**config.mk**
```make
export PLATFORM = sky130hd
export DESIGN_NAME = imm_gen_stage
export DESIGN_NICKNAME = d
export VERILOG_FILES = /design/src/rtl/imm_pkg.sv /design/src/rtl/imm_decode.sv /design/src/rtl/imm_gen_stage.sv
export SDC_FILE = /design/constraint.sdc
export NUM_CORES = 1
export LEC_CHECK = 0
export BUFFER_PORTS_ARGS = -buffer_cell sky130_fd_sc_hd__clkbuf_2
export CAP_MARGIN = 0
export CELL_PAD_IN_SITES_DETAIL_PLACEMENT = 0
export CELL_PAD_IN_SITES_GLOBAL_PLACEMENT = 1
export CORE_ASPECT_RATIO = 1.5
export CORE_MARGIN = 1.5
export CORE_UTILIZATION = 46
export CTS_CLUSTER_DIAMETER = 40
export CTS_CLUSTER_SIZE = 28
export DETAILED_ROUTE_END_ITERATION = 7
export GPL_TIMING_DRIVEN = 0
export MAX_ROUTING_LAYER = met4
export PLACE_DENSITY = 0.94
export SYNTH_ARGS = -nofsm -noshare
export SYNTH_HDL_FRONTEND = slang
export SYNTH_HIERARCHICAL = 1
export SYNTH_SLANG_ARGS = --single-unit
```
**constraint.sdc**
```tcl
create_clock -name clk_i -period 2.8 [get_ports clk_i]
set_clock_uncertainty 0.15 [all_clocks]
set_input_delay 0.28 -clock clk_i [delete_from_list [all_inputs] [get_ports clk_i]]
set_output_delay 0.28 -clock clk_i [all_outputs]
set_load 0.05 [all_outputs]
```
**src/rtl/imm_pkg.sv**
```systemverilog
// Shared decode constants for the immediate generator and the branch-predict path.
package imm_pkg;

  localparam logic [6:0] OP_LOAD   = 7'b0000011;
  localparam logic [6:0] OP_IMM    = 7'b0010011;
  localparam logic [6:0] OP_STORE  = 7'b0100011;
  localparam logic [6:0] OP_BRANCH = 7'b1100011;
  localparam logic [6:0] OP_LUI    = 7'b0110111;
  localparam logic [6:0] OP_AUIPC  = 7'b0010111;
  localparam logic [6:0] OP_JAL    = 7'b1101111;
  localparam logic [6:0] OP_JALR   = 7'b1100111;
  localparam logic [6:0] OP_SYSTEM = 7'b1110011;
  localparam logic [6:0] OP_FENCE  = 7'b0001111;
  localparam logic [6:0] OP_REG    = 7'b0110011;

  typedef enum logic [2:0] {
    FMT_I   = 3'd0,
    FMT_S   = 3'd1,
    FMT_B   = 3'd2,
    FMT_U   = 3'd3,
    FMT_J   = 3'd4,
    FMT_R   = 3'd5,
    FMT_UNK = 3'd7
  } fmt_e;

  // Number of beats currently held by the stage.
  typedef enum logic [1:0] {
    ST_EMPTY = 2'd0,
    ST_ONE   = 2'd1,
    ST_TWO   = 2'd2
  } state_e;

  // Shift-immediates (slli/srli/srai) carry a shamt instead of a signed immediate.
  function automatic logic is_shift_imm(input logic [31:0] instr);
    return (instr[6:0] == OP_IMM) && (instr[13:12] == 2'b01);
  endfunction

endpackage

```
**src/rtl/imm_decode.sv**
```systemverilog
// Combinational RV immediate extractor: instruction word to extended immediate and format.
module imm_decode
  import imm_pkg::*;
#(
  parameter int XLEN = 32
) (
  input  logic [31:0]     instr,
  output logic [XLEN-1:0] imm,
  output logic [2:0]      fmt,
  output logic            illegal
);

  logic [31:0] imm32;
  logic [5:0]  shamt;

  // Every format fits in 32 bits; widening to XLEN is one signed cast at the end.
  always_comb begin
    shamt   = {(XLEN == 64) ? instr[25] : 1'b0, instr[24:20]};
    imm32   = '0;
    fmt     = FMT_UNK;
    illegal = 1'b0;
    case (instr[6:0])
      OP_LOAD, OP_JALR, OP_SYSTEM, OP_FENCE: begin
        imm32 = {{20{instr[31]}}, instr[31:20]};
        fmt   = FMT_I;
      end
      OP_IMM: begin
        if (is_shift_imm(instr)) begin
          imm32 = {26'b0, shamt};
        end else begin
          imm32 = {{20{instr[31]}}, instr[31:20]};
        end
        fmt = FMT_I;
      end
      OP_STORE: begin
        imm32 = {{20{instr[31]}}, instr[31:25], instr[11:7]};
        fmt   = FMT_S;
      end
      OP_BRANCH: begin
        imm32 = {{19{instr[31]}}, instr[31], instr[7], instr[30:25], instr[11:8], 1'b0};
        fmt   = FMT_B;
      end
      OP_LUI, OP_AUIPC: begin
        imm32 = {instr[31:12], 12'b0};
        fmt   = FMT_U;
      end
      OP_JAL: begin
        imm32 = {{11{instr[31]}}, instr[31], instr[19:12], instr[20], instr[30:21], 1'b0};
        fmt   = FMT_J;
      end
      OP_REG: begin
        imm32 = '0;
        fmt   = FMT_R;
      end
      default: begin
        imm32   = '0;
        fmt     = FMT_UNK;
        illegal = 1'b1;
      end
    endcase
    imm = XLEN'($signed(imm32));
  end

endmodule

```
**src/rtl/imm_gen_stage.sv**
```systemverilog
// Registered decode-stage immediate generator with valid/ready handshake and optional skid entry.
module imm_gen_stage
  import imm_pkg::*;
#(
  parameter int XLEN = 32,
  parameter bit SKID = 1'b1
) (
  input  logic            clk_i,
  input  logic            rst_i,
  input  logic            flush_i,
  input  logic            in_valid_i,
  output logic            in_ready_o,
  input  logic [31:0]     instr_i,
  input  logic [XLEN-1:0] pc_i,
  output logic            out_valid_o,
  input  logic            out_ready_i,
  output logic [XLEN-1:0] imm_o,
  output logic [XLEN-1:0] target_o,
  output logic [2:0]      fmt_o,
  output logic            illegal_o
);

  logic [XLEN-1:0] dec_imm;
  logic [XLEN-1:0] dec_target;
  logic [2:0]      dec_fmt;
  logic            dec_illegal;

  imm_decode #(.XLEN(XLEN)) u_decode (
    .instr   (instr_i),
    .imm     (dec_imm),
    .fmt     (dec_fmt),
    .illegal (dec_illegal)
  );

  assign dec_target = pc_i + dec_imm;

  state_e state;
  state_e state_next;

  logic accept;
  logic retire;
  logic load_main;
  logic load_skid;
  logic promote;

  logic [XLEN-1:0] main_imm;
  logic [XLEN-1:0] main_target;
  logic [2:0]      main_fmt;
  logic            main_illegal;
  logic [XLEN-1:0] skid_imm;
  logic [XLEN-1:0] skid_target;
  logic [2:0]      skid_fmt;
  logic            skid_illegal;

  always_ff @(posedge clk_i or negedge rst_i) begin
    if (!rst_i) begin
      state <= ST_EMPTY;
    end else begin
      state <= state_next;
    end
  end

  // Without SKID, in_ready forbids accept-without-retire in ONE, so TWO is unreachable.
  always_comb begin
    state_next = state;
    if (flush_i) begin
      state_next = ST_EMPTY;
    end else begin
      case (state)
        ST_EMPTY: if (accept) state_next = ST_ONE;
        ST_ONE: begin
          if (accept && !retire) begin
            state_next = ST_TWO;
          end else if (!accept && retire) begin
            state_next = ST_EMPTY;
          end
        end
        ST_TWO:   if (retire) state_next = ST_ONE;
        default:  state_next = ST_EMPTY;
      endcase
    end
  end

  // With SKID, in_ready is a pure decode of the state flop, never of out_ready_i.
  always_comb begin
    out_valid_o = (state != ST_EMPTY);
    if (SKID) begin
      in_ready_o = (state != ST_TWO);
    end else begin
      in_ready_o = (state == ST_EMPTY) || out_ready_i;
    end
  end

  assign accept    = in_valid_i && in_ready_o;
  assign retire    = out_valid_o && out_ready_i;
  assign load_main = accept && ((state == ST_EMPTY) || ((state == ST_ONE) && retire));
  assign load_skid = accept && (state == ST_ONE) && !retire;
  assign promote   = retire && (state == ST_TWO);

  always_ff @(posedge clk_i or negedge rst_i) begin
    if (!rst_i) begin
      main_imm     <= '0;
      main_target  <= '0;
      main_fmt     <= '0;
      main_illegal <= 1'b0;
    end else if (load_main) begin
      main_imm     <= dec_imm;
      main_target  <= dec_target;
      main_fmt     <= dec_fmt;
      main_illegal <= dec_illegal;
    end else if (promote) begin
      main_imm     <= skid_imm;
      main_target  <= skid_target;
      main_fmt     <= skid_fmt;
      main_illegal <= skid_illegal;
    end
  end

  always_ff @(posedge clk_i or negedge rst_i) begin
    if (!rst_i) begin
      skid_imm     <= '0;
      skid_target  <= '0;
      skid_fmt     <= '0;
      skid_illegal <= 1'b0;
    end else if (load_skid) begin
      skid_imm     <= dec_imm;
      skid_target  <= dec_target;
      skid_fmt     <= dec_fmt;
      skid_illegal <= dec_illegal;
    end
  end

  assign imm_o     = main_imm;
  assign target_o  = main_target;
  assign fmt_o     = main_fmt;
  assign illegal_o = main_illegal;

endmodule

```
After elaboration in Yosys (flattened, before gate mapping)
Cells that the tools add are included.
W data, S select, Z words.
{ "op_classes": {"n_addsub": 1, "n_eq_ne": 18, "mux": 18, "reduce_logical": 21} }
{ "ops": {"columns": ["op", "count"], "rows": [
  ["$pmux W32 S6", 1],
  ["$mux W32", 5],
  ["$add A32 B32 Y32", 1],
  ["$eq A7 B7 Y1 const B", 4],
  ["$eq A7 B6 Y1 const B", 3],
  ["$pmux W3 S6", 1],
  ["$eq A7 B5 Y1 const B", 2],
  ["$reduce_or A11 Y1", 1],
  ["$logic_and A1 B1 Y1", 10],
  ["$mux W2", 5],
  ["$eq A7 B2 Y1 const B", 1],
  ["$eq A7 B4 Y1 const B", 1],
  ["$mux W3", 2],
  ["$ne A3 B3 Y1 const B", 2],
  ["$pmux W2 S3", 1],
  ["$reduce_or A5 Y1", 1],
  ["$eq A2 B1 Y1 const B", 2],
  ["$ne A4 B4 Y1 const B", 1],
  ["$reduce_bool A2 Y1", 2],
  ["$reduce_or A4 Y1", 1],
  ["$mux W1", 3],
  ["$reduce_and A3 Y1", 1],
  ["$eq A2 B2 Y1 const B", 1],
  ["$logic_not A1 Y1", 2],
  ["4 further kinds", 4]
]} }
{ "totals": {"regBits": 138, "in_bits": 69, "output_inout_bits": 70, "wordCells": 67} }

Logic depth before layout (Yosys ltp)
{ "logic_depth": {"ltp_word": 8, "depth_mapped": 15, "mapped_depth_nobuf": 13} }

Cells and area by module
The synthesis kept the hierarchy.
{ "modules_own_cells": {"columns": ["mod", "instances", "cells_each", "area_per_inst_um2", "seq_area_each_um2"], "rows": [
  ["imm_gen_stage", 1, 815, 7272.0, 3453.3],
  ["imm_decode", 1, 116, 732.0, 0.0]
]} }

Worst setup path after synthesis
Ideal clock, no wire load.
{ "synth_path": {"path_kind": "input-to-reg", "startpoint": "in instr_i[6]", "endpoint": "reg main_target[27] (netlist: target_o[27])", "setup_time_ns": 0.134, "t_arrival_ns": 3.162, "t_required_ns": 2.516, "setup_slack_ns": -0.647, "cell_stages": 13, "n_path_buf": 1, "path_cell_list": "clkbuf_1 or3_1 o32a_2 o311a_1 o21ai_0 ha_1 a21oi_1 nor3b_2 o21ai_0 a21oi_2 a221oi_1 xor2_1 o21ai_0"} }
{ "synth_via": {"elab_cells_between_ends": 17, "classes_between": "1 x add/sub; 10 x eq/ne; 3 x mux; 3 x reduce/logical"} }
{ "synth_rtl": {"columns": ["element", "line_no", "text"], "rows": [
  ["start, declared", "imm_gen_stage.sv:13", "input logic [31:0] instr_i,"],
  ["$eq A7 B2 Y1, or another cell as far along", "imm_decode.sv:22", "case (instr[6:0])"],
  ["$reduce_or A4 Y1 / $reduce_or A2 Y1 (equally long branches)", null, null],
  ["$pmux W32 S6 *", "imm_decode.sv:22", null],
  ["via dec_imm[1]", "imm_gen_stage.sv:23", "logic [XLEN-1:0] dec_imm;"],
  ["$add A32 B32 Y32 *", "imm_gen_stage.sv:35", "assign dec_target = pc_i + dec_imm;"],
  ["$mux W32 *", "imm_gen_stage.sv:106", "end else if (load_main) begin"],
  ["end signal, assigned", "imm_gen_stage.sv:108", "main_target <= dec_target;"],
  ["end signal, assigned", "imm_gen_stage.sv:113", "main_target <= skid_target;"],
  ["end, declared", "imm_gen_stage.sv:47", "logic [XLEN-1:0] main_target;"]
]} }
Mark *: on every way through the listed nets, which the timed path passes. The rest lies on a longest branch.
A chain may end at the register's enable or synchronous reset.

Worst setup path after layout
{ "layout_path": {"startpoint": "in instr_i[6]", "endpoint": "reg skid_target[20]"} }
{ "layout_via": {"elab_chain_len": 5, "elab_cells_between_ends": 16, "classes_between": "1 x add/sub; 10 x eq/ne; 2 x mux; 3 x reduce/logical"} }
{ "layout_lines": {"columns": ["element", "line_no", "text"], "rows": [
  ["$eq A7 B5 Y1", "imm_pkg.sv:35, imm_decode.sv:22", null],
  ["$logic_and A1 B1 Y1", "imm_pkg.sv:35", "return (instr[6:0] == OP_IMM) && (instr[13:12] == 2'b01);"],
  ["$mux W32", "imm_decode.sv:28", "if (is_shift_imm(instr)) begin"],
  ["$pmux W32 S6 *", "imm_decode.sv:22", null],
  ["via dec_imm[12]", "imm_gen_stage.sv:23", null],
  ["$add A32 B32 Y32 *", "imm_gen_stage.sv:35", null],
  ["end signal, assigned", "imm_gen_stage.sv:127", "skid_target <= dec_target;"],
  ["end, declared", "imm_gen_stage.sv:51", "logic [XLEN-1:0] skid_target;"]
]} }
Marks and branches as above.

==> impl_metrics.ini <==
[sta]
fmax_mhz = 312
tightest_slew_ps = 808
fin_crit_ps = 3200
final-max-slew-violation-count = 0
hold_violations = 0
finalSetupViolCount = 42
relSlewSlack = 0.462
min_period_over_period = 1.14
rsz0062_at_grt = yes
hold_ws_ps = 88.6
setup_slack_ps = -404

[synth]
synth-seq-cells = 138
seq_area_frac_synth = 0.431
async_reset_ff_frac = 1.00
synth_edf_count = 0
postSynthAreaPerCell_um2 = 8.60
syn_inst = 931
ys_types = 74
syn-cell-area_mm2 = 0.00800
ys.flop_type = dfrtp_1
mappedNetlistNets = 1032
yosysWarnings = 6

[power_and_ir_drop]
irDropWorstVdd_uv = 378
p_leak_nw = 5.59
power.density_mw_per_mm2 = 534
switchingPower_mw = 2.11
swShare = 0.339
clockPowerShare = 0.354
internal_power_mw = 4.11
seq_power_share = 0.388
power_frac_comb = 0.259
total_power_mw = 6.22

[setup_path]
start_kind = input port
crit_required_ps = 2940
cp.arrival_ps = 3340
worstPathMaxFanout = 7
path_delay_family = compound AO/OA/AOI/OAI gates
slowest_stage = or3_4
cp_common_cell = buf_6
crit_path_max_incr_delay_ps = 390
path_class = input port to flop
cp-end-kind = flop
crit_chain = clkbuf_16, or3_4, o32a_4, buf_12, a21oi_4, buf_6, a211o_4, ha_4, buf_6, nand4_1, buf_4, o22a_1, o211a_1, o41ai_4, a21oi_1, xor2_1, o21ai_1
cp.buffers_inverters = 5

[clock_tree]
clockRootBuffer = clkbuf_16
clock_path_buffers = 2
cts_buffers = 17
cts_tree = yes
cts_max_level = 4
clk_pin_slew_ps = 60
cts.sinks = 138
clk-insertion-delay-late_ps = 420

[drt]
wl_per_cell_um = 20.6
first_pass_iters = 5
vias = 8245
vias_per_cell = 5.95
antenna_left = 0
drt_wl_total_um = 28500
drc = 0
dr.first_iter.drc_count = 596

[global_route]
overflow = 0
antenna_found_initial = 0
grt_pass1_wl_um = 41400
grt_usage = 0.300
grt_max_degree = 81
grt_pass1_vias = 7876

[status]
status = complete, but fails checks
violations = negative setup slack

[place]
placed_cell_area_mm2 = 0.00935
io_buffer_count = 137
pre_cts_ws_ps = -1090
place_congestion = 0.959
hpwl_um = 19200

[hold_path]
hold_path_class = input port to flop

[finish]
final_cell_mix = 261 x nand2_1, 138 x dfrtp_1, 135 x clkbuf_2
drive_above_1_share = 0.368
finalInstanceArea_mm2 = 0.0117
syn_to_final_growth_pct = 45.6
final.fill_count = 1267
diodes = 0
final_nets = 1264
final_common_cell = nand2_1

[floorplanning]
start_util = 0.473
die_w_um = 111
fp.dieH_um = 165
rows = 58
design.core.area_mm2 = 0.0169
pin_count = 139
die_area_mm2 = 0.0182

[run]
max_cap_viol_count = 0
[flip-flops by register name, indices dropped and copies added (netlist names)]
| register | cells |
|---|---|
| imm_o | 32 |
| skid_illegal | 1 |
| illegal_o | 1 |
| skid_target | 32 |
| fmt_o | 3 |
| skid_imm | 32 |
| skid_fmt | 3 |
| target_o | 32 |
| state | 2 |
[cells by family after synthesis]
family,synth area share
simple gates,0.207
compound gates,0.233
flops,0.431
buf+inv,0.0392
fa+ha+maj,0.0510
xor+xnor,0.0328
mux,0.00516
[power groups by stage]
stage	Combinational, mW	Clock [mW]	Sequential [mW]
4_1_cts	1.45	2.22	2.41
3_3_place_gp	1.33	0	2.43
6_report	1.61	2.20	2.41
5_1_grt	1.73	2.30	2.44
3_5_place_dp	1.35	0	2.44
2_1_floorplan	0.591	0	2.78
[worst paths after layout]
kind / start / end / slack (ps) / cells after the start
setup reg to reg: state[1]$_DFFE_PN0P_ / imm_o[24]$_DFFE_PN0P_ / 210 / 8
max in group asynchronous: rst_i / skid_target[29]$_DFFE_PN0P_ / 1480 / 3
hold reg to reg: skid_imm[11]$_DFFE_PN0P_ / skid_imm[11]$_DFFE_PN0P_ / 320 / 2
min in group asynchronous: rst_i / imm_o[9]$_DFFE_PN0P_ / 220 / 2
hold / removal: pc_i[0] / skid_target[0]$_DFFE_PN0P_ / 90 / 4
setup / recovery: instr_i[6] / skid_target[20]$_DFFE_PN0P_ / -400 / 17
[layout make-up]
class / count / area (µm²) / area share
Multi-Input combinational cell: 727 / 5620 / 0.482
Sequential cell: 138 / 3450 / 0.296
Timing Repair Buffer: 217 / 1420 / 0.122
Clock buffer: 21 / 480 / 0.0412
Buffer: 49 / 284 / 0.0244
Tap cell: 210 / 263 / 0.0225
Clock inverter: 10 / 93.8 / 0.00805
Inverter: 13 / 48.8 / 0.00419
[routing by layer]
layer	track usage	routed length [µm]	share of wire
met5	-	0	0
met4	0.140	1530	0.054
met3	0.0459	1620	0.057
met2	0.524	14600	0.51
met1	0.339	10700	0.38
[tightest hold or removal path, stage by stage]
cell      delay (ps)
clkbuf_2         120
ha_4             140
nand2_1           40
nand2_1           50
[stage by stage]
stage,instances,setup TNS (ps),utilization
floorplan,931,-8000,-
global placement,1278,-168200,0.551
detailed placement,1279,-37900,0.553
CTS,1348,-8820,0.634
global route,1385,-12290,0.689
finish,1385,-8170,0.689
[synthesized netlist by cell type (7+ instances only)]
cell type	instances	area, µm²
nor2_1	33	124
nor2b_1	10	62.6
o21bai_1	7	52.6
nor3_1	9	45.0
nand4_1	8	50.1
nand3_1	14	70.1
o21ai_0	78	390
a21oi_1	40	200
nand2_1	272	1020
xor2_1	13	114
a211o_1	10	87.6
xnor2_1	17	149
and3_1	13	81.3
dfrtp_1	138	3450
a21o_1	21	158
clkbuf_1	38	143
a22oi_1	68	510
ha_1	31	388
inv_1	13	48.8
[repair_timing]
action,in CTS,in global routing
resized for setup,102,141
hold endpoints to repair,60,0
pin swaps,43,72
hold buffers,3,0
setup buffers,36,40
gates cloned,1,0
endpoints found under the setup margin,46,47
(Power assumes the default switching activity.)
